### src/rtl/loba_dot_acc.sv
// Frame-based dot-product accumulator for the LOBA multiplier product stream.
// Saturating sum/count per frame, result handed off on a valid/ready port.
module loba_dot_acc #(
  parameter int ACC_W = 40,
  parameter int CNT_W = 8
) (
  input  logic             clk,
  input  logic             rst,
  input  logic [31:0]      in_p,
  input  logic             in_valid,
  input  logic             in_last,
  output logic             in_ready,
  output logic [ACC_W-1:0] out_sum,
  output logic [CNT_W-1:0] out_count,
  output logic             out_ovf,
  output logic             out_valid,
  input  logic             out_ready
);

  typedef enum logic {ACCUM, HOLD} state_t;

  state_t           state, state_n;
  logic [ACC_W-1:0] acc, acc_n;
  logic [CNT_W-1:0] cnt, cnt_n;
  logic             ovf, ovf_n;
  logic [ACC_W:0]   sum_w;
  logic             accept;

  assign in_ready = (state == ACCUM) | out_ready;
  assign accept   = in_valid & in_ready;

  // acc/cnt/ovf are already zero whenever we sit in HOLD, so the same
  // update path also starts a fresh frame on a back-to-back accept.
  always_comb begin
    sum_w = {1'b0, acc} + {{(ACC_W + 1 - 32){1'b0}}, in_p};
    acc_n = sum_w[ACC_W] ? '1 : sum_w[ACC_W-1:0];
    ovf_n = ovf | sum_w[ACC_W];
    cnt_n = (&cnt) ? cnt : cnt + {{(CNT_W - 1){1'b0}}, 1'b1};
  end

  always_comb begin
    state_n = state;
    case (state)
      ACCUM: if (accept && in_last) state_n = HOLD;
      HOLD:  if (out_ready) state_n = (accept && in_last) ? HOLD : ACCUM;
      default: state_n = ACCUM;
    endcase
  end

  always_ff @(posedge clk or posedge rst) begin
    if (rst) begin
      state     <= ACCUM;
      acc       <= '0;
      cnt       <= '0;
      ovf       <= 1'b0;
      out_sum   <= '0;
      out_count <= '0;
      out_ovf   <= 1'b0;
      out_valid <= 1'b0;
    end else begin
      state     <= state_n;
      out_valid <= (state_n == HOLD);
      if (accept) begin
        if (in_last) begin
          out_sum   <= acc_n;
          out_count <= cnt_n;
          out_ovf   <= ovf_n;
          acc       <= '0;
          cnt       <= '0;
          ovf       <= 1'b0;
        end else begin
          acc <= acc_n;
          cnt <= cnt_n;
          ovf <= ovf_n;
        end
      end
    end
  end

endmodule

### config.mk
export PLATFORM = sky130hd
export DESIGN_NAME = loba_dot_acc
export DESIGN_NICKNAME = d
export VERILOG_FILES = /design/src/rtl/loba_dot_acc.sv
export SDC_FILE = /design/constraint.sdc
export NUM_CORES = 1
export LEC_CHECK = 0
export CORE_MARGIN = 4
export CORE_UTILIZATION = 35
export CTS_CLUSTER_DIAMETER = 50
export DETAILED_ROUTE_END_ITERATION = 8
export PLACE_DENSITY = 0.56
export RECOVER_POWER = 50
export SETUP_SLACK_MARGIN = 0.05
export SLEW_MARGIN = 25
export SYNTH_ARGS = -nofsm -noshare
export SYNTH_HDL_FRONTEND = slang
export SYNTH_SLANG_ARGS = --single-unit
### constraint.sdc
create_clock -name clk -period 8.65 [get_ports clk]
set_input_delay 2.1625 -clock clk [delete_from_list [all_inputs] [get_ports clk]]
set_output_delay 2.1625 -clock clk [all_outputs]
set_load 0.1 [all_outputs]
## After elaboration in Yosys (flattened, before gate mapping)

Cells that the tools add are included.

- Register bits: 99
- Output and inout port bits: 51

- Bitwise operators: 4
- Add/sub/neg operators: 2
- Reduce and logical (&&, ||, !) cells: 3
- Muxes and demuxes: 8

Operators by type and width:

| operator | count |
|---|---|
| $mux 40 | 2 |
| $add 40x32->41 | 1 |
| $mux 8 | 2 |
| $add 8x1->8 const B | 1 |
| $reduce_and 8->1 | 1 |
| $mux 1 | 3 |
| $or 1x1->1 | 2 |
| $pmux 1 s2 | 1 |
| $reduce_and 2->1 | 1 |
| $and 1x1->1 | 1 |
| $logic_and 1x1->1 | 1 |
| $not 1->1 | 1 |

## Depth between registers and ports, before layout

- Depth in word-level cells: 7
- Depth in mapped cells: 13

## Worst setup path after synthesis

No wires, ideal clock.

- Kind: input port to output port
- Start: in out_ready
- End: out in_ready
- Setup slack: 3518 ps
- Data required time: 6488 ps
- Cell stages on the path: 1
- Arrival: 2969 ps
- Path buffers: 0
- Cells stage by stage: nand2b_1

- Word-level cells in the longest chain between the ends: 1

Ends and longest elaborated chain:

| what | line | text |
|---|---|---|
| start: declaration | 17 | `input logic out_ready` |
| $or 1x1->1 | 29 | `assign in_ready = (state == ACCUM) \| out_ready;` |
| end: declaration | 12 | `output logic in_ready,` |

Every way passes these cells.

## Worst setup path after layout

Ends and elaborated chain as after synthesis.

==> impl_metrics.py <==
metrics = {
    "run_status": {
        "status": "finished with violations",
        "violations": "max-capacitance violations, max-slew violations",
    },
    "critical_path": {
        "start_kind": "input pin",
        "worstPathRequired_ps": 6490,
        "path_buf_inv": 2,
        "cp_max_fo": 5,
        "slowest_delay_ps": 1160,
        "worstSetupEndpointType": "output port",
        "cp.arrival_ps": 4020,
        "crit_slowest_cell": "clkdlybuf4s50_1",
        "crit_family": "buffers and inverters",
        "path_cells": "dlygate4sd3_1, nand2b_1, clkdlybuf4s50_1",
        "path_class": "in2out",
    },
    "layout": {
        "finish.instance_area_mm2": 0.007372,
        "synthToLayoutAreaGrowth_pct": 20.59,
        "drive_gt1_frac": 0.04731,
        "layout_commonest_cell": "dfrtp_1",
        "mostFrequentLayoutCells": "99 x dfrtp_1, 86 x nand2_1, 69 x clkdlybuf4s50_1",
        "final_nets": 828,
        "fill_cells": 1689,
        "final_util": 0.4277,
        "num_antenna_cells": 0,
    },
    "route": {
        "firstDrtPassIters": 4,
        "post_drt_wl_per_cell_um": 16.67,
        "first_iter_violations": 290,
        "post-route-drc-count": 0,
        "vias_per_cell": 5.524,
        "wirelength_um": 16440,
        "ant_nets": 0,
        "vias": 5447,
    },
    "die": {
        "start_util": 0.3547,
        "floorplan.die.width_um": 140.2,
        "fp.coreArea_mm2": 0.01724,
        "die_area_mm2": 0.01964,
        "die_y_um": 140.2,
        "boundaryPins": 88,
        "rows": 48,
    },
    "yosys": {
        "synth_edf_count": 0,
        "synth_cell_types": 65,
        "yosysWarnings": 0,
        "ys_seq_area_frac": 0.4052,
        "synthFlopType": "dfrtp_1",
        "syn_area_per_cell_um2": 8.721,
        "syn_nets": 772,
        "synthArstFlopShare": 1.000,
        "ys_ff_latch": 99,
        "synth_area_mm2": 0.006113,
        "synth_cells": 701,
    },
    "power": {
        "p_leak_nw": 3.292,
        "power_density_mw_per_mm2": 396.2,
        "irDropWorstVdd_v": 0.0002722,
    },
    "timing": {
        "period_share": 0.7150,
        "setup_viol": 0,
        "setup_tns_ps": 0,
        "drv_slew": 149,
        "slew_headroom": -0.7076,
        "finClkSkew_ps": 8.215,
        "min_period_ps": 6185,
        "fmax_mhz": 161.7,
        "rsz0062_at_grt": "no",
        "hold_viol": 0,
        "tightest_slew_ps": 2561,
    },
    "global_routing": {
        "grt-ovfl-total": 0,
        "antenna_found_initial": 0,
        "grt_max_degree": 66,
        "grt_pass1_vias": 5374,
        "grt_use_total": 0.1673,
        "grt_pass1_wl_um": 27140,
    },
    "place": {
        "portBuffers": 87,
        "place_area_mm2": 0.007087,
        "dp_hpwl_um": 11900,
        "place.gp.congestion": 0.8727,
    },
    "cts": {
        "cts_buffers": 9,
        "cts.sink_count": 99,
        "postCtsHoldBufs": 0,
        "cts_htree_levels": 3,
        "clock_latency_ps": 350,
        "cts_tree": "built",
        "clockBufferDepth": 2,
        "clk_pin_slew_ps": 60,
        "cts_root_buffer": "clkbuf_16",
        "cts_resized": 0,
        "postCtsSetupRepairBufs": 0,
    },
    "min_path": {
        "holdCritPathClass": "reg2reg",
    },
    "flow_run": {
        "max_cap_violations": 3,
    },
}
[per-layer routing]
metal,vias up,share of wire,global-route usage
met3,13,0.061,0.02765
met5,-,0,0
li1,2651,-,-
met1,2624,0.47,0.2383
met2,159,0.46,0.2641
met4,0,0.0093,0.04589
[state kept, by name, indices dropped and copies added, names as in the netlist]
name and count:
out_ovf 1, out_count 8, state 1, ovf 1
acc 40, out_sum 40, cnt 8
[worst min-delay path: stages (launching register included)]
cell     delay [ps]
dfrtp_1         340
nand2_1          40
o21ai_0          60
[synthesized netlist by cell type (3+ instances only)]
cell,n,area [µm²]
buf_4,4,30.03
o21a_1,5,37.54
ha_1,33,412.9
a21o_1,31,232.7
xor2_1,9,78.83
a21oi_1,63,315.3
a31oi_1,29,181.4
or2_2,3,18.77
o22ai_1,3,18.77
dfrtp_1,99,2477
nand3_1,17,85.08
clkbuf_1,34,127.6
buf_6,3,33.78
mux2i_1,3,30.03
nand4_1,6,37.54
xnor2_1,23,201.4
o21ai_1,3,15.01
a221oi_1,3,26.28
nor2_1,66,247.7
a211oi_1,3,22.52
and4_1,3,26.28
a41oi_1,3,26.28
nor3b_1,3,22.52
a311oi_1,4,35.03
o21bai_1,4,30.03
and2_1,4,25.02
o31ai_1,10,75.07
buf_2,4,20.02
a211o_1,5,43.79
o211ai_1,3,22.52
nor3_1,13,65.06
nand2b_1,6,37.54
nand2_1,86,322.8
inv_1,10,37.54
and3_1,13,81.33
o21ai_0,53,265.3
[per-stage QoR]
step	setup slack [ps]	hold WS [ps]	std cells	power [W]
finish	2465	471.1	986	0.002921
CTS	2538	484.7	986	0.002948
floorplan	3518	452.6	701	0.002107
detailed placement	2550	468.4	971	0.002533
global placement	2561	462.7	971	0.002511
global route	2410	497.5	986	0.003108
[final cells by class]
type	instances	area [µm²]	area share
Clock buffer	10	229.0	0.03106
Clock inverter	5	62.56	0.008486
Inverter	10	38.79	0.005261
Multi-Input combinational cell	545	3378	0.4582
Sequential cell	99	2477	0.3360
Tap cell	225	281.5	0.03819
Timing Repair Buffer	92	904.6	0.1227
[where the power goes]
group          switching, W  internal, W
sequential         0.000106     0.000619
clock              0.000177     0.000224
combinational       0.00127     0.000529
total               0.00155      0.00137
[cells by family after synthesis]
logic type | share of synthesized area
adder cells (fa/ha/maj) | 0.07082
AND/OR/NAND/NOR | 0.1805
buffers and inverters | 0.04216
multiplexers | 0.004912
XOR/XNOR | 0.04585
AO/OA/AOI/OAI | 0.2505
flip-flops | 0.4052
[worst paths after layout]
path / startpoint / slack (ps) / depth (start not counted) / endpoint
max in group asynchronous: rst / 4490 / 3 / acc[5]
setup / recovery: out_ready / 2460 / 3 / in_ready
min in group asynchronous: rst / 2680 / 2 / out_sum[20]
hold / removal: out_sum[24] / 470 / 2 / out_sum[24]
setup reg to reg: acc[0] / 5110 / 12 / acc[22]
hold reg to reg: out_sum[24] / 470 / 2 / out_sum[24]
No activity file was read; power rests on OpenSTA's default activity.
